<file path="config.mk">
export PLATFORM = sky130hd
export DESIGN_NAME = avmm_sha3_master_flat
export DESIGN_NICKNAME = d
export VERILOG_FILES = /design/src/rtl/avmm_sha3_master_if.sv /design/src/rtl/avmm_sha3_master.sv /design/src/flat_wrapper.sv
export SDC_FILE = /design/constraint.sdc
export NUM_CORES = 1
export LEC_CHECK = 0
export CAP_MARGIN = 20
export CORE_ASPECT_RATIO = 2
export CORE_MARGIN = 3
export CORE_UTILIZATION = 53
export CTS_CLUSTER_DIAMETER = 120
export DETAILED_ROUTE_END_ITERATION = 7
export GPL_ROUTABILITY_DRIVEN = 0
export PLACE_DENSITY_LB_ADDON = 0.2
export REMOVE_ABC_BUFFERS = 1
export SYNTH_ARGS = -nofsm -noshare
export SYNTH_HDL_FRONTEND = slang
export SYNTH_SLANG_ARGS = --single-unit
</file>
<file path="constraint.sdc">
create_clock -name clk -period 2.9 [get_ports clk]
set_input_delay 0.58 -clock clk [delete_from_list [all_inputs] [get_ports clk]]
set_output_delay 0.58 -clock clk [all_outputs]
set_load 0.02 [all_outputs]
</file>
<file path="src/rtl/avmm_sha3_master_if.sv">
// Bundle of the message stream, the digest stream and the Avalon-MM bus used by avmm_sha3_master.
// The master modport is the block's own view; the slave modport is the view from the hasher/stream side.
interface avmm_sha3_master_if #(
  parameter int ADDR_W = 5
) ();
  logic              msg_valid;
  logic [31:0]       msg_data;
  logic              msg_last;
  logic              msg_ready;

  logic              dig_valid;
  logic [31:0]       dig_data;
  logic              dig_last;
  logic              dig_ready;

  logic [ADDR_W-1:0] avm_address;
  logic              avm_read;
  logic              avm_write;
  logic [31:0]       avm_writedata;
  logic [31:0]       avm_readdata;
  logic              avm_waitrequest;

  modport master (
    input  msg_valid, msg_data, msg_last,
    output msg_ready,
    output dig_valid, dig_data, dig_last,
    input  dig_ready,
    output avm_address, avm_read, avm_write, avm_writedata,
    input  avm_readdata, avm_waitrequest
  );

  modport slave (
    output msg_valid, msg_data, msg_last,
    input  msg_ready,
    input  dig_valid, dig_data, dig_last,
    output dig_ready,
    input  avm_address, avm_read, avm_write, avm_writedata,
    output avm_readdata, avm_waitrequest
  );
endinterface

</file>
<file path="src/rtl/avmm_sha3_master.sv">
// Avalon-MM master that feeds message words into the SHA-3 wrapper, finalises, polls STATUS and streams the digest.
// Optional macro SHA3_POLL_TIMEOUT_EN adds POLL_LIMIT: too many not-done STATUS reads raise sticky err and abandon the message.
module avmm_sha3_master #(
  parameter int ADDR_W       = 5,
  parameter int DIGEST_WORDS = 16,
  parameter int FIFO_DEPTH   = 4,
  parameter int POLL_GAP     = 8
`ifdef SHA3_POLL_TIMEOUT_EN
  , parameter int POLL_LIMIT = 1024
`endif
) (
  input  logic               clk,
  input  logic               reset,
  avmm_sha3_master_if.master bus,
  output logic               busy,
  output logic               err
);

  localparam int PTR_W = $clog2(FIFO_DEPTH);
  localparam int IDX_W = $clog2(DIGEST_WORDS) + 1;
  localparam int GAP_W = $clog2(POLL_GAP) + 1;

  localparam logic [PTR_W:0]      FULL_CNT    = (PTR_W+1)'(FIFO_DEPTH);
  localparam logic [IDX_W-1:0]    LAST_IDX    = IDX_W'(DIGEST_WORDS - 1);
  localparam logic [GAP_W-1:0]    GAP_LAST    = GAP_W'(POLL_GAP - 1);
  localparam logic [ADDR_W-1:0]   ADDR_CTRL   = ADDR_W'(0);
  localparam logic [ADDR_W-1:0]   ADDR_DATA   = ADDR_W'(1);
  localparam logic [ADDR_W-1:0]   ADDR_STATUS = ADDR_W'(2);
  localparam logic [ADDR_W-1:0]   ADDR_DIGEST = ADDR_W'(16);

  typedef struct packed {
    logic        last;
    logic [31:0] data;
  } entry_t;

  typedef enum logic [2:0] {
    S_IDLE, S_START, S_DATA, S_FIN, S_GAP, S_POLL, S_RDIG, S_OUT
  } state_t;

  // ---------------------------------------------------------------- input FIFO
  entry_t           mem [FIFO_DEPTH];
  logic [PTR_W-1:0] wr_ptr_q, rd_ptr_q;
  logic [PTR_W:0]   count_q, count_d;
  logic             msg_ready_q;
  logic             push, pop, fifo_empty;
  entry_t           head;

  state_t            state_q;
  logic [ADDR_W-1:0] addr_q;
  logic              rd_q, wr_q;
  logic [31:0]       wdata_q;
  logic [31:0]       dig_data_q;
  logic              dig_valid_q, dig_last_q;
  logic [IDX_W-1:0]  idx_q;
  logic [GAP_W-1:0]  gap_q;
  logic              xfer_done;

  assign push       = bus.msg_valid && msg_ready_q;
  assign pop        = (state_q == S_DATA) && wr_q && !bus.avm_waitrequest;
  assign fifo_empty = (count_q == '0);
  assign head       = mem[rd_ptr_q];

  // NOTE: every signal assigned in always_comb gets a default first, so no latch can be inferred.
  always_comb begin
    count_d = count_q;
    case ({push, pop})
      2'b10:   count_d = count_q + 1'b1;
      2'b01:   count_d = count_q - 1'b1;
      default: ;
    endcase
  end

  // NOTE: storage is deliberately left without reset; count_q alone decides which entries are live.
  always_ff @(posedge clk) begin
    if (push) mem[wr_ptr_q] <= '{last: bus.msg_last, data: bus.msg_data};
  end

  // NOTE: state registers use non-blocking assignments so every flop samples pre-edge values.
  always_ff @(posedge clk or negedge reset) begin
    if (!reset) begin
      wr_ptr_q    <= '0;
      rd_ptr_q    <= '0;
      count_q     <= '0;
      msg_ready_q <= 1'b0;
    end else begin
      if (push) wr_ptr_q <= wr_ptr_q + 1'b1;
      if (pop)  rd_ptr_q <= rd_ptr_q + 1'b1;
      count_q     <= count_d;
      msg_ready_q <= (count_d != FULL_CNT);
    end
  end

  // ---------------------------------------------------------------- control FSM
  assign xfer_done = (rd_q || wr_q) && !bus.avm_waitrequest;

`ifdef SHA3_POLL_TIMEOUT_EN
  localparam int PC_W = $clog2(POLL_LIMIT + 1);
  localparam logic [PC_W-1:0] POLL_LAST = PC_W'(POLL_LIMIT - 1);
  logic [PC_W-1:0] poll_cnt_q;
  logic            err_q;
`endif

  always_ff @(posedge clk or negedge reset) begin
    if (!reset) begin
      state_q     <= S_IDLE;
      addr_q      <= '0;
      rd_q        <= 1'b0;
      wr_q        <= 1'b0;
      wdata_q     <= '0;
      dig_data_q  <= '0;
      dig_valid_q <= 1'b0;
      dig_last_q  <= 1'b0;
      idx_q       <= '0;
      gap_q       <= '0;
`ifdef SHA3_POLL_TIMEOUT_EN
      poll_cnt_q  <= '0;
      err_q       <= 1'b0;
`endif
    end else begin
      case (state_q)
        S_IDLE: begin
          if (!fifo_empty) begin
            state_q <= S_START;
            wr_q    <= 1'b1;
            addr_q  <= ADDR_CTRL;
            wdata_q <= 32'h1;
          end
        end
        S_START: begin
          idx_q <= '0;
`ifdef SHA3_POLL_TIMEOUT_EN
          poll_cnt_q <= '0;
`endif
          if (xfer_done) begin
            wr_q    <= 1'b0;
            state_q <= S_DATA;
          end
        end
        S_DATA: begin
          // A low wr_q doubles as the mandatory idle cycle after each completion.
          if (wr_q) begin
            if (!bus.avm_waitrequest) begin
              wr_q <= 1'b0;
              if (head.last) state_q <= S_FIN;
            end
          end else if (!fifo_empty) begin
            wr_q    <= 1'b1;
            addr_q  <= ADDR_DATA;
            wdata_q <= head.data;
          end
        end
        S_FIN: begin
          if (wr_q) begin
            if (!bus.avm_waitrequest) begin
              wr_q    <= 1'b0;
              gap_q   <= '0;
              state_q <= S_GAP;
            end
          end else begin
            wr_q    <= 1'b1;
            addr_q  <= ADDR_CTRL;
            wdata_q <= 32'h2;
          end
        end
        S_GAP: begin
          if (gap_q == GAP_LAST) begin
            rd_q    <= 1'b1;
            addr_q  <= ADDR_STATUS;
            state_q <= S_POLL;
          end else begin
            gap_q <= gap_q + 1'b1;
          end
        end
        S_POLL: begin
          if (xfer_done) begin
            rd_q  <= 1'b0;
            gap_q <= '0;
            if (bus.avm_readdata[0]) begin
              state_q <= S_RDIG;
`ifdef SHA3_POLL_TIMEOUT_EN
            end else if (poll_cnt_q == POLL_LAST) begin
              err_q   <= 1'b1;
              state_q <= S_IDLE;
            end else begin
              poll_cnt_q <= poll_cnt_q + 1'b1;
              state_q    <= S_GAP;
`else
            end else begin
              state_q <= S_GAP;
`endif
            end
          end
        end
        S_RDIG: begin
          if (rd_q) begin
            if (!bus.avm_waitrequest) begin
              rd_q        <= 1'b0;
              dig_data_q  <= bus.avm_readdata;
              dig_valid_q <= 1'b1;
              dig_last_q  <= (idx_q == LAST_IDX);
              state_q     <= S_OUT;
            end
          end else begin
            rd_q   <= 1'b1;
            addr_q <= ADDR_DIGEST + ADDR_W'(idx_q);
          end
        end
        S_OUT: begin
          if (bus.dig_ready) begin
            dig_valid_q <= 1'b0;
            dig_last_q  <= 1'b0;
            idx_q       <= idx_q + 1'b1;
            state_q     <= (idx_q == LAST_IDX) ? S_IDLE : S_RDIG;
          end
        end
        default: state_q <= S_IDLE;
      endcase
    end
  end

  assign bus.msg_ready     = msg_ready_q;
  assign bus.dig_valid     = dig_valid_q;
  assign bus.dig_data      = dig_data_q;
  assign bus.dig_last      = dig_last_q;
  assign bus.avm_address   = addr_q;
  assign bus.avm_read      = rd_q;
  assign bus.avm_write     = wr_q;
  assign bus.avm_writedata = wdata_q;
  assign busy              = (state_q != S_IDLE);

`ifdef SHA3_POLL_TIMEOUT_EN
  assign err = err_q;
`else
  assign err = 1'b0;
`endif

endmodule

</file>
<file path="src/flat_wrapper.sv">
// flat-port wrapper written by rule: the top's interface ports become plain ports
module avmm_sha3_master_flat 
#(
  parameter int ADDR_W       = 5,
  parameter int DIGEST_WORDS = 16,
  parameter int FIFO_DEPTH   = 4,
  parameter int POLL_GAP     = 8

)
  (clk, reset, busy, err, bus_msg_valid, bus_msg_data, bus_msg_last, bus_msg_ready, bus_dig_valid, bus_dig_data, bus_dig_last, bus_dig_ready, bus_avm_address, bus_avm_read, bus_avm_write, bus_avm_writedata, bus_avm_readdata, bus_avm_waitrequest);
  avmm_sha3_master_if #(.ADDR_W(ADDR_W)) bus_i ();
  input  logic clk;
  input  logic reset;
  output logic busy;
  output logic err;
  input wire logic [$bits(bus_i.msg_valid)-1:0] bus_msg_valid;
  input wire logic [$bits(bus_i.msg_data)-1:0] bus_msg_data;
  input wire logic [$bits(bus_i.msg_last)-1:0] bus_msg_last;
  output wire logic [$bits(bus_i.msg_ready)-1:0] bus_msg_ready;
  output wire logic [$bits(bus_i.dig_valid)-1:0] bus_dig_valid;
  output wire logic [$bits(bus_i.dig_data)-1:0] bus_dig_data;
  output wire logic [$bits(bus_i.dig_last)-1:0] bus_dig_last;
  input wire logic [$bits(bus_i.dig_ready)-1:0] bus_dig_ready;
  output wire logic [$bits(bus_i.avm_address)-1:0] bus_avm_address;
  output wire logic [$bits(bus_i.avm_read)-1:0] bus_avm_read;
  output wire logic [$bits(bus_i.avm_write)-1:0] bus_avm_write;
  output wire logic [$bits(bus_i.avm_writedata)-1:0] bus_avm_writedata;
  input wire logic [$bits(bus_i.avm_readdata)-1:0] bus_avm_readdata;
  input wire logic [$bits(bus_i.avm_waitrequest)-1:0] bus_avm_waitrequest;
  assign bus_i.msg_valid = bus_msg_valid;
  assign bus_i.msg_data = bus_msg_data;
  assign bus_i.msg_last = bus_msg_last;
  assign bus_msg_ready = bus_i.msg_ready;
  assign bus_dig_valid = bus_i.dig_valid;
  assign bus_dig_data = bus_i.dig_data;
  assign bus_dig_last = bus_i.dig_last;
  assign bus_i.dig_ready = bus_dig_ready;
  assign bus_avm_address = bus_i.avm_address;
  assign bus_avm_read = bus_i.avm_read;
  assign bus_avm_write = bus_i.avm_write;
  assign bus_avm_writedata = bus_i.avm_writedata;
  assign bus_i.avm_readdata = bus_avm_readdata;
  assign bus_i.avm_waitrequest = bus_avm_waitrequest;
  avmm_sha3_master #(.ADDR_W(ADDR_W), .DIGEST_WORDS(DIGEST_WORDS), .FIFO_DEPTH(FIFO_DEPTH), .POLL_GAP(POLL_GAP)) u_core (.clk(clk), .reset(reset), .bus(bus_i), .busy(busy), .err(err));
endmodule
</file>
* Word-level counts from Yosys, hierarchy flattened *
Memory sizes are Yosys's and may differ from the RTL's.
Cells that the tools add are included.

word-level totals
  flip-flop bits (word level) = 93
  memory bits (writable) = 132
  output and inout port bits = 76
  logic and storage cells = 131
  memories = 1

operators by class
  $add $sub $neg = 7
  eq/ne operators = 29
  muxes and demuxes = 54
  bitwise gates (word level) = 1
  reductions and logical operators = 25

memory list
  name        depth  bits a word  rd ports  clocked after memory_dff  wr ports  RTL line                text
  u_core.mem  4      33           1         0                         1         avmm_sha3_master.sv:41  entry_t mem [FIFO_DEPTH];

operators by type and width
  operator                                               number
  two-way mux 32 bit                                     4
  one-hot mux 32 bit (3 select lines)                    1
  two-way mux 3 bit                                      13
  two-way mux 5 bit                                      7
  one-hot mux 5 bit (5 select lines)                     1
  one-hot mux 3 bit (8 select lines)                     1
  inequality test 2 bit, second input constant           10
  two-way mux 4 bit                                      4
  two-way mux 1 bit                                      15
  inequality test 2 x 1 -> 1 bit, second input constant  7
  == test 3 bit, second input constant                   4
  one-hot mux 4 bit (3 select lines)                     1
  AND reduction 12 bit                                   1
  nonzero test 3 bit                                     4
  one-hot mux 5 bit (2 select lines)                     1
  AND reduction 5 bit                                    2
  AND reduction 3 bit                                    3
  AND reduction 7 bit                                    1
  == test 3 x 2 -> 1 bit, second input constant          2
  logical NOT 3 bit                                      2
  one-hot mux 3 bit (2 select lines)                     1
  adder 5 x 1 -> 5 bit, second input constant            1
  adder 5 bit, first input constant                      1
  == test 5 x 4 -> 1 bit, second input constant          1
  22 further kinds                                       28

* Longest topological paths before layout *
  depth in word-level cells = 6
  mapped depth = 10

* Least setup slack after synthesis *
Ideal clock, no wire load.

  path type = register to register
  start point = register u_core.state_q[1]
  end point = register u_core.msg_ready_q, in the netlist u_core.bus.msg_ready
  library setup time = 124 ps
  arrival = 2,231 ps
  path slack = 545 ps
  stages on the path, launching flop included = 11
  buffers on the path = 1
  period minus slack after synthesis = 2,355 ps
  cells stage by stage = dfrtp_1 buf_2 or3b_1 nor2_1 ha_1 inv_1 fa_1 xor2_1 nor2_1 xor2_1 nand2_1

between the ends
  cells in the longest elaborated chain, start to end = 6

ends and longest elaborated chain
  element                                                  RTL line                 text
  start, declared                                          avmm_sha3_master.sv:48   state_t state_q;
  start signal, assigned                                   avmm_sha3_master.sv:213  state_q <= (idx_q == LAST_IDX) ? S_IDLE : S_RDIG;
  == test 3 x 2 -> 1 bit *                                 avmm_sha3_master.sv:59   assign pop = (state_q == S_DATA) && wr_q && !bus.avm_waitrequest;
  logical AND 1 bit * (2 in series)                        avmm_sha3_master.sv:59
  == test 2 x 1 -> 1 bit or == test 2 bit (tied branches)  avmm_sha3_master.sv:66   case ({push, pop})
  one-hot mux 3 bit (2 select lines) *                     avmm_sha3_master.sv:66
  net u_core.count_d[2]                                    avmm_sha3_master.sv:43   logic [PTR_W:0] count_q, count_d;
  inequality test 3 bit *                                  avmm_sha3_master.sv:89   msg_ready_q <= (count_d != FULL_CNT);
  end signal, assigned                                     avmm_sha3_master.sv:89
  end, declared                                            avmm_sha3_master.sv:44   logic msg_ready_q;

Mark *: on every way through the listed nets, which the timed path passes. The rest lies on a longest branch.
A chain may end at the register's enable or synchronous reset.

* Worst setup path after layout *
  start point = register u_core.state_q[2]
  end point = output port busy

between the ends
  cells in the longest elaborated chain, start to end = 1

ends and longest elaborated chain
  element             RTL line                 text
  nonzero test 3 bit  avmm_sha3_master.sv:229  assign busy = (state_q != S_IDLE);
  end, declared       flat_wrapper.sv:14       output logic busy;

Every way passes these cells.

==> metrics.md <==
| Metric | Value |
|---|---|
| GRT overflow | `0` |
| Clock Sinks | `225` |
| TNS Setup | `0 ps` |
| Nets | `786` |
| CP startpoint kind | `flop` |
| Core footprint | `between 15000 and 20000 um^2` |
| Final setup vio count | `0` |
| Seq. cell area | `around 6300 um^2` |
| Synth area leader | `edfxtp_1` |
| Worst Path Arrival | `between 2000 and 2500 ps` |
| Clk_lat worst skew | `490 ps` |
| First-pass GRT wire length | `29600 um` |
| Crit Path Class | `flop to primary output` |
| Flop pwr share | `approximately two fifths` |
| DRC errors left | `0` |
| Top cell type's share of synthesized area | `44.4%` |
| Placed Cells | `889` |
| PortBufs | `144` |
| Met2 Use GR | `37.9%` |
| CP Capture Type | `primary output` |
| Fraction of layout cells with a size suffix above 1 | `approximately 18%` |
| Max stage delay on crit path | `560 ps` |
| Max-slew violations | `0` |
| Placed Area | `10600 um^2` |
| Fill cell count | `between 1000 and 1500` |
| Area of the multi-input gates | `2470 um^2` |
| Post-DR wirelength/cell | `19.7 um` |
| R2R setup slack | `600 ps` |
| GRT Total Usage | `20.0%` |
| Antenna Cells | `0` |
| Sw Share | `32.1%` |
| Synthesized flop and latch total | `225` |
| Final wirelength | `roughly 18000 um` |
| Worst min path class | `primary input to asynchronous set/reset pin` |
| Most frequent cells in the layout | `143 x clkdlybuf4s50_1, 132 x edfxtp_1, 91 x dfrtp_1` |
| Worst Tran Pin Value | `between 600 and 700 ps` |
| Data required, critical path | `2320 ps` |
| FMAX | `379 MHz` |
| PwrDens | `1030 nW/um^2` |
| Clk slew on worst S/H paths | `70 ps` |
| Starting DRC count in detailed routing | `221` |
| Cell Int Power | `0.00793 W` |
| Initial core utilization | `54.6%` |
| Crit path max fanout | `20` |
| Setup Buffers After CTS | `0` |
| Die width | `97.7 um` |
| Antenna violations before repair | `0` |
| Post-Syn Area | `8920 um^2` |
| Synth Instances | `555` |
| Synth cell types | `54` |
| CTS H-tree depth | `1` |
| RSZ-0062 raised after global routing | `false` |
| Die Y | `189 um` |
| Post-synth EDFFs | `132` |
| Vias | `5223` |
| Yosys warns | `0` |
| NetSw | `0.00374 W` |
| Met1 Usage GRT | `22.9%` |
| Met3 usage | `about 3.2%` |
| Root buf cell | `clkbuf_16` |
| Final period util | `90.9%` |
| CP top delay family | `buffers and inverters` |
| Fraction of registers with async set/reset | `between 40 and 50%` |
| IO Pins | `146` |
| Final min period | `2640 ps` |
| Status | `completed` |
| Max rail drop VDD | `0.000694 V` |
| Die Footprint | `between 15000 and 20000 um^2` |
| Synth Flop Type | `edfxtp_1` |
| Final hold violations | `0` |
| Clock power frac | `22.4%` |
| HPWL after DPL | `12000 um` |
| Buf+Inv Stages, Crit Path | `2` |
| PostCTS Resize Cnt | `0` |
| TritonCTS clock tree | `yes` |
| Max_cap viols | `0` |
| Hold Buf Count CTS | `0` |
| Most common cell after layout, fill and taps aside | `clkdlybuf4s50_1` |
| Worst hold slack | `138 ps` |
| Layout Skew | `11.7 ps` |
| Synth Area per Inst | `16.1 um^2` |
| Routed Antenna Nets | `0` |
| Vias in the first global route | `5654` |
| Row Count | `66` |
| Max clock buf depth | `3` |
| Vias per inst | `5.65` |
| Most used routing layer | `met2` |
| 1st-pass router iterations | `4` |
| Crit path cell chain | `buf_4, or3_1, clkdlybuf4s50_1` |
| Comb power frac | `35.8%` |
| Static Leakage | `~4.2 nW` |
| Slowest CP cell | `clkdlybuf4s50_1` |
| Pin count of the biggest net entering global routing | `61` |
| Number of buffers created by CTS | `20` |
| Total power | `0.0117 W` |
| Finished Layout Cells | `924` |
| Register area share after synthesis | `between 70% and 80%` |
| P&R area growth vs syn | `26.5%` |
| Synth area leaders | `edfxtp_1 44%, dfrtp_1 26%, mux4_2 8.3%, mux2_2 4.0%, nand2_1 3.4%` |
| Final Cell Area | `11300 um^2` |
| Slew HR | `54.3%` |
## sequential cells by signal, indices dropped and copies added, names as in the netlist
name	cells
u_core.idx_q	5
u_core.bus.dig_last	1
u_core.bus.avm_write	1
u_core.count_q	3
u_core.bus.avm_read	1
u_core.bus.avm_writedata	32
u_core.bus.msg_ready	1
u_core.wr_ptr_q	2
u_core.gap_q	4
u_core.rd_ptr_q	2
u_core.bus.avm_address	5
u_core.bus.dig_data	32
u_core.state_q	3
u_core.bus.dig_valid	1
u_core.mem	132
## metrics by stage
step	util, %	setup WS (ps)
after detailed placement	65.0	170
final	69.0	264
after global routing	69.0	183
after CTS	69.0	242
after floorplan	-	250
after global placement	65.0	268
## cell usage after synthesis (6+ instances only)
library cell,n
a21oi_1,9
a22o_1,6
and3_1,9
buf_2,12
clkbuf_1,16
dfrtp_1,93
edfxtp_1,132
ha_1,8
inv_1,11
mux2_2,32
mux4_2,33
nand2_1,80
nor2_1,7
o21ai_0,39
## power groups by stage
stage	Clock [W]	Combinational, W	Sequential [W]
final	0.00262	0.00418	0.00487
after global placement	0	0.00413	0.00488
after global routing	0.00281	0.00451	0.00500
after CTS	0.00270	0.00425	0.00489
after detailed placement	0	0.00423	0.00495
after floorplan	0	0.00183	0.00553
## final timing paths
| check | start | to | depth (start not counted) |
|---|---|---|---|
| worst max-delay path | u_core.state_q[2] | busy | 3 |
| worst max register to register | u_core.state_q[2] | u_core.bus.msg_ready | 9 |
| worst min register to register | u_core.bus.dig_valid | u_core.bus.dig_valid | 1 |
| max in group asynchronous | reset | u_core.bus.avm_writedata[17] | 2 |
| min in group clk | u_core.bus.dig_valid | u_core.bus.dig_valid | 1 |
| worst min-delay path | reset | u_core.idx_q[2] | 1 |
## per-layer routing
layer	wire length (um)	share of wire [%]
met5	0	0
met4	410	2.3
met3	942	5.2
met2	10200	56
met1	6630	36
## final cells by class
cell class              instances  area share [%]
clock buffers                  27            5.04
inverters                      12           0.399
flip-flops and latches        225            55.8
well taps                     204            2.26
repair buffers                159            13.9
clock inverters                 8           0.776
multi-input cells             289            21.9
## cells by family after synthesis
kind of cell,Yosys count,synth area share [%]
DFF,225,70.5
AOI/OAI and AO/OA,77,5.54
buffers and inverters,41,1.94
muxes,76,13.9
adders and majority gates,9,1.35
xor gates and xnor gates,7,0.687
and+or+nand+nor,119,6.06
other,1,0.0420
(Power assumes the default switching activity.)
